--- src/rtl/hilo_muldiv.sv ---
// ============================================================================
//  Module   : hilo_muldiv
//  Brief    : Execute-stage MULT/MULTU/DIV/DIVU unit with the HI/LO registers.
//  Revision : 1.0 - initial release
// ============================================================================
`default_nettype none

module hilo_muldiv #(
    parameter int WIDTH = 32
) (
    input  logic             clk,
    input  logic             rst,
    input  logic             startE,
    input  logic [1:0]       opE,
    input  logic [WIDTH-1:0] aE,
    input  logic [WIDTH-1:0] bE,
    input  logic             flushE,
    input  logic [1:0]       hilo_weW,
    input  logic [WIDTH-1:0] wdataW,
    output logic [WIDTH-1:0] hi_o,
    output logic [WIDTH-1:0] lo_o,
    output logic             stall_o,
    output logic             done_o
);

    localparam logic [1:0] S_IDLE = 2'd0;
    localparam logic [1:0] S_BUSY = 2'd1;
    localparam logic [1:0] S_DONE = 2'd2;

    localparam logic [5:0] C_LAST_STEP = 6'(WIDTH - 1);

    logic [1:0]       state_q, state_d;
    logic [5:0]       cnt_q, cnt_d;
    logic [WIDTH-1:0] quo_q, quo_d;
    logic [WIDTH-1:0] rem_q, rem_d;
    logic [WIDTH-1:0] dvs_q, dvs_d;
    logic [WIDTH-1:0] raw_a_q, raw_a_d;
    logic             neg_quo_q, neg_quo_d;
    logic             neg_rem_q, neg_rem_d;
    logic             dz_q, dz_d;
    logic [WIDTH-1:0] hi_q, hi_d;
    logic [WIDTH-1:0] lo_q, lo_d;

    logic             w_start_mul;
    logic             w_start_div;
    logic             w_div_wr;
    logic             w_a_neg;
    logic             w_b_neg;
    logic [WIDTH-1:0] w_abs_a;
    logic [WIDTH-1:0] w_abs_b;
    logic [2*WIDTH-1:0] w_ext_a;
    logic [2*WIDTH-1:0] w_ext_b;
    logic [2*WIDTH-1:0] w_prod;
    logic [WIDTH:0]   w_shift;
    logic [WIDTH:0]   w_diff;
    logic [WIDTH-1:0] w_quo_fix;
    logic [WIDTH-1:0] w_rem_fix;
    logic [WIDTH-1:0] w_div_lo;
    logic [WIDTH-1:0] w_div_hi;

    assign w_start_mul = (state_q == S_IDLE) & startE & ~opE[1] & ~flushE;
    assign w_start_div = (state_q == S_IDLE) & startE &  opE[1] & ~flushE;

    // ---------------- FSM: state register ----------------
    always_ff @(posedge clk or posedge rst) begin
        if (rst) begin
            state_q <= S_IDLE;
        end else begin
            state_q <= state_d;
        end
    end

    // ---------------- FSM: next state ----------------
    always_comb begin
        state_d = state_q;
        case (state_q)
            S_IDLE: begin
                if (w_start_div) begin
                    state_d = S_BUSY;
                end
            end
            S_BUSY: begin
                if (flushE) begin
                    state_d = S_IDLE;
                end else if (cnt_q == C_LAST_STEP) begin
                    state_d = S_DONE;
                end
            end
            S_DONE:  state_d = S_IDLE;
            default: state_d = S_IDLE;
        endcase
    end

    // ---------------- FSM: outputs ----------------
    always_comb begin
        stall_o  = w_start_div | (state_q == S_BUSY);
        w_div_wr = (state_q == S_DONE) & ~flushE;
    end

    assign done_o = w_div_wr;

    // Both operands are widened to 2*WIDTH so one multiplier serves signed and unsigned.
    assign w_ext_a = {{WIDTH{~opE[0] & aE[WIDTH-1]}}, aE};
    assign w_ext_b = {{WIDTH{~opE[0] & bE[WIDTH-1]}}, bE};
    assign w_prod  = w_ext_a * w_ext_b;

    assign w_a_neg = ~opE[0] & aE[WIDTH-1];
    assign w_b_neg = ~opE[0] & bE[WIDTH-1];
    assign w_abs_a = w_a_neg ? (~aE + 1'b1) : aE;
    assign w_abs_b = w_b_neg ? (~bE + 1'b1) : bE;

    // Restoring step: bring in the next dividend bit, keep the difference if it is non-negative.
    assign w_shift = {rem_q, quo_q[WIDTH-1]};
    assign w_diff  = w_shift - {1'b0, dvs_q};

    assign w_quo_fix = neg_quo_q ? (~quo_q + 1'b1) : quo_q;
    assign w_rem_fix = neg_rem_q ? (~rem_q + 1'b1) : rem_q;
    assign w_div_lo  = dz_q ? {WIDTH{1'b1}} : w_quo_fix;
    assign w_div_hi  = dz_q ? raw_a_q : w_rem_fix;

    always_comb begin
        cnt_d     = cnt_q;
        quo_d     = quo_q;
        rem_d     = rem_q;
        dvs_d     = dvs_q;
        raw_a_d   = raw_a_q;
        neg_quo_d = neg_quo_q;
        neg_rem_d = neg_rem_q;
        dz_d      = dz_q;
        if (w_start_div) begin
            cnt_d     = 6'd0;
            quo_d     = w_abs_a;
            rem_d     = '0;
            dvs_d     = w_abs_b;
            raw_a_d   = aE;
            neg_quo_d = w_a_neg ^ w_b_neg;
            neg_rem_d = w_a_neg;
            dz_d      = (bE == '0);
        end else if (state_q == S_BUSY) begin
            cnt_d = cnt_q + 6'd1;
            quo_d = {quo_q[WIDTH-2:0], ~w_diff[WIDTH]};
            rem_d = w_diff[WIDTH] ? w_shift[WIDTH-1:0] : w_diff[WIDTH-1:0];
        end
    end

    // Unit results are from the younger instruction, so they override MTHI/MTLO.
    always_comb begin
        hi_d = hi_q;
        lo_d = lo_q;
        if (hilo_weW[1]) begin
            hi_d = wdataW;
        end
        if (hilo_weW[0]) begin
            lo_d = wdataW;
        end
        if (w_start_mul) begin
            hi_d = w_prod[2*WIDTH-1:WIDTH];
            lo_d = w_prod[WIDTH-1:0];
        end else if (w_div_wr) begin
            hi_d = w_div_hi;
            lo_d = w_div_lo;
        end
    end

    always_ff @(posedge clk or posedge rst) begin
        if (rst) begin
            cnt_q     <= 6'd0;
            quo_q     <= '0;
            rem_q     <= '0;
            dvs_q     <= '0;
            raw_a_q   <= '0;
            neg_quo_q <= 1'b0;
            neg_rem_q <= 1'b0;
            dz_q      <= 1'b0;
            hi_q      <= '0;
            lo_q      <= '0;
        end else begin
            cnt_q     <= cnt_d;
            quo_q     <= quo_d;
            rem_q     <= rem_d;
            dvs_q     <= dvs_d;
            raw_a_q   <= raw_a_d;
            neg_quo_q <= neg_quo_d;
            neg_rem_q <= neg_rem_d;
            dz_q      <= dz_d;
            hi_q      <= hi_d;
            lo_q      <= lo_d;
        end
    end

    assign hi_o = hi_q;
    assign lo_o = lo_q;

endmodule

`default_nettype wire
--- config.mk ---
export PLATFORM = sky130hd
export DESIGN_NAME = hilo_muldiv
export DESIGN_NICKNAME = d
export VERILOG_FILES = /design/src/rtl/hilo_muldiv.sv
export SDC_FILE = /design/constraint.sdc
export NUM_CORES = 2
export LEC_CHECK = 0
export CELL_PAD_IN_SITES_DETAIL_PLACEMENT = 1
export CELL_PAD_IN_SITES_GLOBAL_PLACEMENT = 1
export CORE_ASPECT_RATIO = 1.4
export CORE_MARGIN = 2
export CORE_UTILIZATION = 46
export DETAILED_ROUTE_END_ITERATION = 8
export PLACE_DENSITY = 0.85
export SYNTH_ARGS = -nofsm -noshare
export SYNTH_HDL_FRONTEND = slang
export SYNTH_SLANG_ARGS = --single-unit
export TNS_END_PERCENT = 1
--- constraint.sdc ---
create_clock -name clk -period 5.9 [get_ports clk]
set_input_delay 0.59 -clock clk [delete_from_list [all_inputs] [get_ports clk]]
set_output_delay 0.59 -clock clk [all_outputs]
set_load 0.1 [all_outputs]
==> results of run 1 <==
==> cells in the mapped netlist, drive strengths merged (21+ instances only) <==
cell | instances | share of area, %
and2 | 357 | 4.3
a21oi | 144 | 1.4
a21o | 33 | 0.48
o221ai | 21 | 0.36
buf | 42 | 0.33
a211oi | 30 | 0.45
mux2i | 62 | 1.2
inv | 1178 | 8.6
o21ai | 202 | 2.0
a31oi | 49 | 0.60
clkbuf | 337 | 2.5
nor2 | 166 | 1.2
xnor2 | 134 | 2.3
or3 | 27 | 0.36
xor2 | 86 | 1.5
nand4 | 26 | 0.32
ha | 249 | 6.1
nand2b | 30 | 0.37
o31ai | 32 | 0.47
dfrtp | 203 | 9.9
fa | 1126 | 44
nor2b | 22 | 0.27
o211ai | 29 | 0.42
nand3 | 40 | 0.39
nor3 | 35 | 0.34
nand2 | 1042 | 7.6
==> stage by stage <==
| step | utilization [%] | area [um^2] |
|---|---|---|
| floorplan | - | 51600 |
| detailed placement | 52.9 | 58800 |
| CTS | 55.3 | 61500 |
| global placement | 52.9 | 58800 |
==> repair_timing <==
action | 4_1_cts
pin swaps | 121
endpoints found under the hold margin | 0
buffers inserted | 71
gates resized for setup | 356
cloned | 14
endpoints found under the setup margin | 54
==> kinds of logic after synthesis <==
| family | count (synthesis) | share of synthesized area, % |
|---|---|---|
| xor gates and xnor gates | 220 | 3.75 |
| AOI/OAI and AO/OA | 643 | 7.80 |
| and+or+nand+nor | 1802 | 16.0 |
| buffers and inverters | 1557 | 11.4 |
| adders and majority gates | 1375 | 49.9 |
| muxes | 64 | 1.25 |
| DFF | 203 | 9.88 |
==> per-layer routing <==
metal / GRT overflow / global-route usage, %
met5: 2 / 49.6
met4: 37 / 72.7
met3: 8 / 65.4
met2: 28 / 88.6
met1: 9 / 69.2
==> impl_metrics.yaml, run 1 <==
yosys:
  synth_area_per_cell_um2: 8.77
  ys_ff_latch: 203
  synth-seq-area-share_pct: 9.88
  yosysUniqueCellTypes: 69
  synth_nets: 7343
  async_reset_ff_share_pct: 100
  syn-instance-count: 5864
  synth_edf_count: 0
  synth_area_um2: 51400
  ys.flop_type: "dfrtp_1"
  yosys_warnings: 0
floorplanning:
  initial_core_util_pct: 46.2
  die_h_um: 400
  fp.dieW_um: 287
  num_io_pins: 170
  rows: 145
placed_design:
  dp_hpwl_mm: 179
  post-place-ws_ns: -3.08
  place.gp.congestion: 0.975
  numPortBuffers: 169
  post-place-cells: 7722
clock_network:
  clockRootBuffer: "clkbuf_16"
  htree_levels: 1
  cts_buffers: 18
  ctsHoldBuffers: 0
  cts_sinks: 203
  clockBufferDepth: 3
sta:
  worst_endpoint_kind: "register data pin"
  worst_endpoint: "hi_o[29]$_DFFE_PP0P_/D"
global_routing:
  overflow: 84
  grt_max_degree: 107
  antenna_found_initial: 80
  grt_usage_pct: 73.8
run_status:
  error: "[ERROR GRT-0232] Routing congestion too high. Check the congestion heatmap in the GUI."
  haltStage: "global routing (5_1_grt)"
  status: "stopped before the end"
==> run 2: changes to the inputs <==
==> config.mk (replaced) <==
export PLATFORM = sky130hd
export DESIGN_NAME = hilo_muldiv
export DESIGN_NICKNAME = d
export VERILOG_FILES = /design/src/rtl/hilo_muldiv.sv
export SDC_FILE = /design/constraint.sdc
export NUM_CORES = 2
export LEC_CHECK = 0
export CORE_MARGIN = 2
export CORE_UTILIZATION = 35
export DETAILED_ROUTE_END_ITERATION = 8
export PLACE_DENSITY_LB_ADDON = 0.15
export SYNTH_ARGS = -nofsm -noshare
export SYNTH_HDL_FRONTEND = slang
export SYNTH_SLANG_ARGS = --single-unit
export TNS_END_PERCENT = 1
==> constraint.sdc (replaced) <==
create_clock -name clk -period 7.7 [get_ports clk]
set_input_delay 0.77 -clock clk [delete_from_list [all_inputs] [get_ports clk]]
set_output_delay 0.77 -clock clk [all_outputs]
set_load 0.1 [all_outputs]
==> run 2 against run 1 <==
  * The flow now finishes, with violations (negative setup slack)
  * Area after synthesis did not move
  * Synthesized cell count stayed put
==> impl_metrics.yaml, run 2 <==
run_status:
  status: "finished with violations"
  violations: "negative setup slack"
worst_setup_path:
  r2r_cells: 14
  cp-start-kind: "input port"
  path_common_cell: "fa_1"
  crit_fanout: 6
  crit_slowest_cell: "fa_2"
  crit_path_start: "bE[0]"
  regToRegEndpoint: "rem_q[0]"
  reg2reg_from: "quo_q[31]"
  cp.arrival_ns: 8.30
  required_ns: 8.12
  cp-end-kind: "register"
  r2r_slack_ns: 3.42
  slowest_delay_ns: 0.72
  crit_type: "input port to register"
layout:
  final_cell_mix: "inv_1, fa_1, nand2_1, buf_4, and2_1"
  fillCellCount: 14666
  final_cells: 8233
  final_common_cell: "inv_1"
  drive_above_1_share_pct: 14.1
  finalNetCount: 7774
  area.growth.synth_to_final_pct: 18.4
sta:
  finalCritPeriodShare_pct: 102
  max_freq_mhz: 127
  post-route-min-period_ns: 7.88
  hold_viol: 0
  rsz0062_at_grt: "true"
  finalSetupViolCount: 12
  slew_viol_final: 0
  maxSlewHeadroom_pct: 20.8
  fin_ws_ns: -0.180
  tightest_slew_ns: 1.19
  fin_skew_ns: 0.0252
yosys:
  synth_nets: 7343
  yosysUniqueCellTypes: 69
  async_reset_ff_share_pct: 100
  ys_ff_latch: 203
  synth_area_per_cell_um2: 8.77
  yosys.area.top_type: "fa_1"
  synthTopCellsByArea: "fa_1, dfrtp_1, inv_1, nand2_1, ha_1"
  syn-instance-count: 5864
  synth_area_um2: 51400
  synthTopCellsByCount: "inv_1, fa_1, nand2_1"
  yosys_warnings: 0
  synth_edf_count: 0
  ys.flop_type: "dfrtp_1"
  synth_top_cell_area_share_pct: 43.9
  synth-seq-area-share_pct: 9.88
  yosysMostFrequentCell: "inv_1"
hold_path:
  hold_path.class: "register to register"
  hold_start: "raw_a_q[28]"
  holdPathStages: 2
  worstHoldEndpoint: "raw_a_q[28]"
clock_network:
  insertion_delay_ns: 0.54
  clockBufferDepth: 3
  clk_pin_slew_ns: 0.07
  htree_levels: 1
  cts_buffers: 22
  cts_tree: "yes"
  cts_sinks: 203
  clockRootBuffer: "clkbuf_16"
global_routing:
  overflow: 0
  antenna_found_initial: 15
  grt_max_degree: 103
  grt_usage_pct: 24.8
  grt_pass1_wl_mm: 282
  grt_pass1_vias: 44224
routing:
  post_drt_wl_per_cell_um: 22.4
  dr.pass1.iters: 6
  viasPerCell: 5.00
  vias: 41124
  wl_mm: 184
  ant_nets: 0
  drc: 0
  drt_iter0_drc: 2688
placed_design:
  post-place-cells: 8161
  place.gp.congestion: 0.922
  dp_hpwl_mm: 156
  numPortBuffers: 169
job:
  cap_violations: 0
floorplanning:
  initial_core_util_pct: 35.3
  die_h_um: 387
  die-area_um2: 150000
  fp.dieW_um: 387
  num_io_pins: 170
  rows: 140
  core_area_um2: 146000
run 2: cell counts after synthesis:
Identical to the previous run, type by type.
run 2: cell type report:
type	count	area, um^2	share of cell area [%]
Tap cell	1917	2400	3.94
Inverter	1178	4440	7.29
Timing Repair Buffer	786	6940	11.4
Sequential cell	203	5080	8.35
Multi-Input combinational cell	4104	41200	67.8
Clock buffer	31	666	1.09
Antenna cell	5	12.5	0.0206
Clock inverter	9	72.6	0.119
run 2: logic make-up (layout without fill, tap and decap cells):
logic type / count (synthesis) / count (layout) / share of synthesized area (%)
mux: 64 / 64 / 1.25
simple gates: 1802 / 1802 / 16.0
compound gates: 643 / 643 / 7.80
fa+ha+maj: 1375 / 1375 / 49.9
buf+inv: 1557 / 2004 / 11.4
flops: 203 / 203 / 9.88
xor+xnor: 220 / 220 / 3.75
other cells: 0 / 5 / 0
run 2: worst max-delay path by stage:
stage / to / slack [ns] / cells past startpoint
2_1_floorplan: hi_o[31] / -0.47 / 28
5_1_grt: hi_o[24] / -0.39 / 32
3_3_place_gp: hi_o[31] / -1.43 / 28
6_report: hi_o[26] / -0.18 / 28
3_5_place_dp: hi_o[31] / -1.48 / 31
4_1_cts: hi_o[31] / -0.21 / 30
run 2: critical path: cells and delay by family:
family / cells / cell delay, ns
AOI/OAI and AO/OA: 4 / 0.71
adders and majority gates: 9 / 4.61
buffers and inverters: 8 / 0.99
and+or+nand+nor: 7 / 1.19
run 2: what timing repair did:
action | CTS | global route
pin swaps | 42 | 109
hold buffers | 0 | 0
resized for setup | 128 | 126
buffers inserted | 15 | 9
endpoints found under the setup margin | 34 | 37
cloned | 3 | 2
run 2: routing by layer:
metal / vias up / GRT usage, % / routed length [um]
li1: 18484 / - / -
met4: 10 / 6.89 / 5960
met5: - / 0 / 68
met1: 21285 / 34.6 / 81700
met2: 1134 / 40.7 / 85900
met3: 211 / 2.87 / 10800
run 2: stage by stage:
step | util (%) | setup TNS (ns) | cell area, um^2 | hold slack, ns | setup slack [ns]
6_report | 41.7 | -1.12 | 60800 | 0.474 | -0.180
5_1_grt | 41.7 | -6.70 | 60800 | 0.496 | -0.392
4_1_cts | 41.3 | -1.52 | 60300 | 0.476 | -0.210
3_5_place_dp | 40.4 | -41.13 | 58800 | 0.461 | -1.48
3_3_place_gp | 40.4 | -39.88 | 58800 | 0.459 | -1.43
2_1_floorplan | - | -5.32 | 51600 | 0.441 | -0.471
Power of run 2 is left out: the tool's default activity adds up to more than one toggle a clock period on the data nets, which glitch-free logic cannot reach.
